`src/rtl/logic_accum_unit_if.sv`:
```
// Handshake bundle for logic_accum_unit: operand/op input channel and
// result output channel, each with its own valid/ready pair.
interface logic_accum_unit_if #(
    parameter int WIDTH = 32,
    parameter int CNT_W = 8
);
    logic             InValid;
    logic             InReady;
    logic [WIDTH-1:0] InA;
    logic [WIDTH-1:0] InB;
    logic [2:0]       Op;
    logic             InLast;
    logic             OutValid;
    logic             OutReady;
    logic [WIDTH-1:0] Out;
    logic             OutZero;
    logic [CNT_W-1:0] OutCount;

    modport slave (
        input  InValid, InA, InB, Op, InLast, OutReady,
        output InReady, OutValid, Out, OutZero, OutCount
    );

    modport master (
        output InValid, InA, InB, Op, InLast, OutReady,
        input  InReady, OutValid, Out, OutZero, OutCount
    );
endinterface

```
`src/rtl/logic_accum_unit.sv`:
```
// Registered bitwise AND/OR/XOR/NOR unit with multi-beat OR/AND reductions
// over InLast-delimited streams; one result per cycle under valid/ready flow.
module logic_accum_unit #(
    parameter int WIDTH = 32,
    parameter int CNT_W = 8
) (
    input logic            Clk,
    input logic            Rst,
    logic_accum_unit_if.slave bus
);
    typedef enum logic {ST_IDLE, ST_ACC} state_t;

    state_t           state_q, state_d;
    logic [WIDTH-1:0] acc_q, acc_d;
    logic [CNT_W-1:0] cnt_q, cnt_d;
    logic             acc_and_q, acc_and_d;
    logic             out_valid_q, out_valid_d;
    logic [WIDTH-1:0] out_q, out_d;
    logic             out_zero_q, out_zero_d;
    logic [CNT_W-1:0] out_count_q, out_count_d;

    logic             in_ready;
    logic             accept;
    logic             fire;
    logic             load;
    logic [WIDTH-1:0] load_val;
    logic [CNT_W-1:0] load_cnt;
    logic [WIDTH-1:0] bitwise_val;
    logic [WIDTH-1:0] fold_val;
    logic [CNT_W-1:0] cnt_inc;

    assign in_ready = !out_valid_q || bus.OutReady;
    assign accept   = bus.InValid && in_ready;
    assign fire     = out_valid_q && bus.OutReady;

    always_comb begin
        bitwise_val = '0;
        case (bus.Op[1:0])
            2'b00: bitwise_val = bus.InA & bus.InB;
            2'b01: bitwise_val = bus.InA | bus.InB;
            2'b10: bitwise_val = bus.InA ^ bus.InB;
            2'b11: bitwise_val = ~(bus.InA | bus.InB);
            default: bitwise_val = '0;
        endcase
    end

    // Only the AND/OR choice of the stream op matters once a stream is open.
    assign fold_val = acc_and_q ? (acc_q & bus.InA) : (acc_q | bus.InA);
    assign cnt_inc  = (&cnt_q) ? cnt_q : cnt_q + CNT_W'(1);

    always_comb begin
        state_d     = state_q;
        acc_d       = acc_q;
        cnt_d       = cnt_q;
        acc_and_d   = acc_and_q;
        out_valid_d = out_valid_q;
        out_d       = out_q;
        out_zero_d  = out_zero_q;
        out_count_d = out_count_q;
        load        = 1'b0;
        load_val    = '0;
        load_cnt    = CNT_W'(1);

        if (accept) begin
            case (state_q)
                ST_IDLE: begin
                    if (!bus.Op[2]) begin
                        load     = 1'b1;
                        load_val = bitwise_val;
                    end else if (bus.Op[1]) begin
                        load     = 1'b1;
                        load_val = '0;
                    end else if (bus.InLast) begin
                        load     = 1'b1;
                        load_val = bus.InA;
                    end else begin
                        acc_d     = bus.InA;
                        cnt_d     = CNT_W'(1);
                        acc_and_d = bus.Op[0];
                        state_d   = ST_ACC;
                    end
                end
                ST_ACC: begin
                    if (bus.InLast) begin
                        load     = 1'b1;
                        load_val = fold_val;
                        load_cnt = cnt_inc;
                        state_d  = ST_IDLE;
                    end else begin
                        acc_d = fold_val;
                        cnt_d = cnt_inc;
                    end
                end
            endcase
        end

        // A new result wins over a simultaneous drain, giving back-to-back flow.
        if (load) begin
            out_valid_d = 1'b1;
            out_d       = load_val;
            out_zero_d  = (load_val == '0);
            out_count_d = load_cnt;
        end else if (fire) begin
            out_valid_d = 1'b0;
        end
    end

    always_ff @(posedge Clk or posedge Rst) begin
        if (Rst) begin
            state_q     <= ST_IDLE;
            acc_q       <= '0;
            cnt_q       <= '0;
            acc_and_q   <= 1'b0;
            out_valid_q <= 1'b0;
            out_q       <= '0;
            out_zero_q  <= 1'b0;
            out_count_q <= '0;
        end else begin
            state_q     <= state_d;
            acc_q       <= acc_d;
            cnt_q       <= cnt_d;
            acc_and_q   <= acc_and_d;
            out_valid_q <= out_valid_d;
            out_q       <= out_d;
            out_zero_q  <= out_zero_d;
            out_count_q <= out_count_d;
        end
    end

    assign bus.InReady  = in_ready;
    assign bus.OutValid = out_valid_q;
    assign bus.Out      = out_q;
    assign bus.OutZero  = out_zero_q;
    assign bus.OutCount = out_count_q;
endmodule

```
`src/flat_wrapper.sv`:
```
// flat-port wrapper written by rule: the top's interface ports become plain ports
module logic_accum_unit_flat 
#(
    parameter int WIDTH = 32,
    parameter int CNT_W = 8
)
  (Clk, Rst, bus_InValid, bus_InA, bus_InB, bus_Op, bus_InLast, bus_OutReady, bus_InReady, bus_OutValid, bus_Out, bus_OutZero, bus_OutCount);
  logic_accum_unit_if #(.WIDTH(WIDTH), .CNT_W(CNT_W)) bus_i ();
  input logic Clk;
  input logic Rst;
  input wire logic [$bits(bus_i.InValid)-1:0] bus_InValid;
  input wire logic [$bits(bus_i.InA)-1:0] bus_InA;
  input wire logic [$bits(bus_i.InB)-1:0] bus_InB;
  input wire logic [$bits(bus_i.Op)-1:0] bus_Op;
  input wire logic [$bits(bus_i.InLast)-1:0] bus_InLast;
  input wire logic [$bits(bus_i.OutReady)-1:0] bus_OutReady;
  output wire logic [$bits(bus_i.InReady)-1:0] bus_InReady;
  output wire logic [$bits(bus_i.OutValid)-1:0] bus_OutValid;
  output wire logic [$bits(bus_i.Out)-1:0] bus_Out;
  output wire logic [$bits(bus_i.OutZero)-1:0] bus_OutZero;
  output wire logic [$bits(bus_i.OutCount)-1:0] bus_OutCount;
  assign bus_i.InValid = bus_InValid;
  assign bus_i.InA = bus_InA;
  assign bus_i.InB = bus_InB;
  assign bus_i.Op = bus_Op;
  assign bus_i.InLast = bus_InLast;
  assign bus_i.OutReady = bus_OutReady;
  assign bus_InReady = bus_i.InReady;
  assign bus_OutValid = bus_i.OutValid;
  assign bus_Out = bus_i.Out;
  assign bus_OutZero = bus_i.OutZero;
  assign bus_OutCount = bus_i.OutCount;
  logic_accum_unit #(.WIDTH(WIDTH), .CNT_W(CNT_W)) u_core (.Clk(Clk), .Rst(Rst), .bus(bus_i));
endmodule
```
`config.mk`:
```
export PLATFORM = sky130hd
export DESIGN_NAME = logic_accum_unit_flat
export DESIGN_NICKNAME = d
export VERILOG_FILES = /design/src/rtl/logic_accum_unit_if.sv /design/src/rtl/logic_accum_unit.sv /design/src/flat_wrapper.sv
export SDC_FILE = /design/constraint.sdc
export NUM_CORES = 1
export LEC_CHECK = 0
export CORE_ASPECT_RATIO = 1.5
export CORE_UTILIZATION = 56
export CTS_BUF_LIST = sky130_fd_sc_hd__clkbuf_4 sky130_fd_sc_hd__clkbuf_8
export CTS_CLUSTER_DIAMETER = 150
export DETAILED_ROUTE_END_ITERATION = 8
export MAX_ROUTING_LAYER = met4
export PLACE_DENSITY = 0.87
export SKIP_LAST_GASP = 1
export SLEW_MARGIN = 20
export SYNTH_ARGS = -nofsm -noshare
export SYNTH_HDL_FRONTEND = slang
export SYNTH_SLANG_ARGS = --single-unit
export TNS_END_PERCENT = 10
```
`constraint.sdc`:
```
create_clock -name Clk -period 2.9 [get_ports Clk]
set_clock_uncertainty 0.1 [all_clocks]
set_input_delay 0.29 -clock Clk [delete_from_list [all_inputs] [get_ports Clk]]
set_output_delay 0.29 -clock Clk [all_outputs]
set_load 0.005 [all_outputs]
```
==> run summary <==
number of top-level pins -> 115
library cell contributing the largest single delay on the critical path -> dfrtp_1
total of fill cells in the finished design -> 893
portion of synthesized cell area occupied by the leading cell type -> 0.315
number of different library cells in the post-synthesis netlist -> 57
average footprint of a synthesized cell -> 8.54 µm²
worst ir drop on vdd -> 378 µV
placement row count -> 48
Final Hold Fails -> 0
antenna violations before repair -> 0
critical path class -> flop to flop
Sinks on Clock Net -> 84
weighted congestion at the end of routability-driven global placement -> 0.918
gate family responsible for the most delay along the worst path -> compound AO/OA/AOI/OAI gates
Die Footprint -> 12,400 µm²
detailed-placement wirelength estimate -> 12,600 µm
Post-synth ARST share -> 1.00
pin count of the biggest net entering global routing -> 56
number of iterations in the first detailed-routing pass -> 5
standby leakage power -> 3.82 nW
max-cap viol count -> 0
crit path launch type -> flop
fraction of final layout cells with drive strength greater than 1 -> 0.118
post-synthesis sequential area ratio -> 0.315
required time reported for the critical path endpoint -> 3.08 ns
Post-synth EDFFs -> 0
number of nets at the end of the flow -> 1,030
hold crit path type -> input port to async pin
endpoints failing setup -> 0
Buffers on Ports -> 114
Seq pwr share -> 0.379
first-pass GRT wire length -> 29,700 µm
maximum buffer depth of the clock tree -> 2
most area-hungry cell type in the Yosys netlist -> dfrtp_1
startpoint of the worst-slack reg-to-reg timing path -> u_core.acc_and_q
clock insertion delay at the later pin of the skew report -> 0.37 ns
minimum hold slack -> 0.178 ns
die height -> 136 µm
number of nets still failing antenna checks after routing -> 0
Vias per Instance -> 6.15
Net Sw Frac -> 0.345
setup TNS -> 0 ns
Iter 0 DRT Violations -> 427
Pwr per Cell Area -> 508 nW/µm²
Int Pwr -> 0.00277 W
Post CTS Setup Buffer Count -> 0
total length of routed wires -> 18,000 µm
setup slack, reg-to-reg -> 0.16 ns
number of buffers and inverters on the critical path -> 2
Floorplan Core Area -> 11,500 µm²
post-layout minimum cycle time -> 2.74 ns
Total GRT Usage -> 0.310
via count of the first global-routing pass -> 6,209
residual DRC count -> 0
CTS tree -> yes
beginning of the critical path -> u_core.acc_and_q
fmax -> 0.364 GHz
die outline width -> 91.1 µm
switching power summed over all nets -> 0.00146 W
post-synth design cell area -> 6670 µm²
most instantiated cells after synthesis -> a21oi_1, dfrtp_1, inv_1
unrepaired setup endpoints after global routing -> false
Finished Core Util -> 0.720
Area Growth Syn to Fin -> 24.6%
chain of cells forming the critical path -> inv_2 -> buf_12 -> maj3_1 -> a22oi_1 -> o22a_1 -> nor4b_2 -> nand4_1 -> o41ai_2
number of clock buffers inserted by TritonCTS -> 9
number of H-tree levels -> 3
measured slew at the worst slew-check pin -> 0.875 ns
Comb pwr share -> 0.392
register clock-pin slew on the reported worst setup and hold paths -> 0.09 ns
ant diodes -> 0
CTS-repair resized insts -> 0
GRT Residual Overflow -> 0
vias post-DR -> 6,448
Clock Power Share -> 0.230
Syn Inst Count -> 781
flip-flop cell with the highest count after synthesis -> dfrtp_1
Root Driver -> clkbuf_8
Final Slew Violations -> 0
Critical Path End Type -> flop
Synthesized Nets -> 918
max_slew headroom -> 0.417
Routed WL per cell -> 17.2 µm
starting density of the core -> 0.578
largest incremental delay on the critical path -> 0.52 ns
period utilisation layout -> 0.946
total of hold buffers inserted after clock tree synthesis -> 0
Warnings, synthesis -> 0
status -> finished clean
Synth Register Bits -> 84
most used standard cell by instance count after synthesis -> a21oi_1
Arrival @ worst endpoint -> 2.92 ns
dominant cells by area after synthesis -> dfrtp_1, ha_1, a21oi_1
Max Fanout on Critical Path -> 21
==> cells in the final DEF, fill, tap and decap left out, drive strengths merged, types with 4 or more instances in the layout <==
| master | instances |
|---|---|
| nand3 | 9 |
| nand2 | 46 |
| mux2 | 31 |
| inv | 71 |
| a211oi | 38 |
| a22o | 4 |
| mux2i | 12 |
| a221o | 5 |
| a21oi | 89 |
| nor2b | 5 |
| o22ai | 44 |
| maj3 | 23 |
| buf | 44 |
| o21ai | 53 |
| clkbuf | 12 |
| a22oi | 25 |
| ha | 65 |
| dfrtp | 84 |
| a21o | 12 |
| clkdlybuf4s50 | 112 |
| nor2 | 60 |
| and2 | 4 |
==> cell families after synthesis <==
family	share of synthesized area
compound gates	0.266
simple gates	0.105
buf+inv	0.0811
fa+ha+maj	0.157
flops	0.315
mux	0.0704
xor+xnor	0.00526
==> worst reg2reg max path: stages, from the launching register on <==
cell and delay, ns:
dfrtp_1 0.52, inv_2 0.17, buf_12 0.19, maj3_1 0.34, a22oi_1 0.18, o22a_1 0.25, nor4b_2 0.32, nand4_1 0.21
o41ai_2 0.36
==> per-stage QoR <==
stage          power (W)  std cells  instance area (µm²)  setup WS [ns]
2_1_floorplan    0.00254        781                 6670          0.345
3_3_place_gp     0.00319       1032                 8080          0.104
3_5_place_dp     0.00324       1032                 8080          0.106
4_1_cts          0.00421       1048                 8310          0.190
5_1_grt          0.00447       1048                 8310         0.0518
6_report         0.00422       1048                 8310          0.155
==> power by group through the flow <==
stage          sequential (W)  clock [W]  combinational, W
5_1_grt               0.00163    0.00103           0.00181
3_5_place_dp          0.00162          0           0.00162
4_1_cts               0.00159   0.000974           0.00164
2_1_floorplan         0.00157          0          0.000970
6_report              0.00160   0.000970           0.00166
3_3_place_gp          0.00161          0           0.00158
==> routing by layer <==
layer | up-vias | part of all wire | GRT usage
li1 | 3036 | - | -
met1 | 3055 | 0.40 | 0.364
met2 | 300 | 0.50 | 0.517
met3 | 57 | 0.063 | 0.0432
met4 | 0 | 0.039 | 0.160
met5 | - | 0 | -
==> path summary, 6_finish.rpt <==
check / endpoint / depth (start not counted)
setup / recovery: u_core.bus.OutZero / 8
hold / removal: u_core.bus.Out[9] / 2
setup reg to reg: u_core.bus.OutZero / 8
hold reg to reg: u_core.bus.OutCount[1] / 1
max in group asynchronous: u_core.cnt_q[2] / 3
min in group Clk: u_core.bus.OutCount[1] / 1
==> cell type report <==
| cell class | count | area, µm² | area share |
|---|---|---|---|
| clock buffers | 12 | 153 | 0.0184 |
| clock inverters | 4 | 72.6 | 0.00873 |
| inverters | 73 | 275 | 0.0331 |
| multi-input cells | 569 | 4030 | 0.485 |
| flip-flops and latches | 84 | 2100 | 0.253 |
| well taps | 150 | 188 | 0.0226 |
| repair buffers | 156 | 1490 | 0.179 |
==> state kept, by name, indices dropped and copies added, names as in the netlist <==
signal               cells
u_core.bus.Out          32
u_core.bus.OutValid      1
u_core.bus.OutZero       1
u_core.bus.OutCount      8
u_core.acc_and_q         1
u_core.state_q           1
u_core.acc_q            32
u_core.cnt_q             8
(Power assumes the default switching activity.)
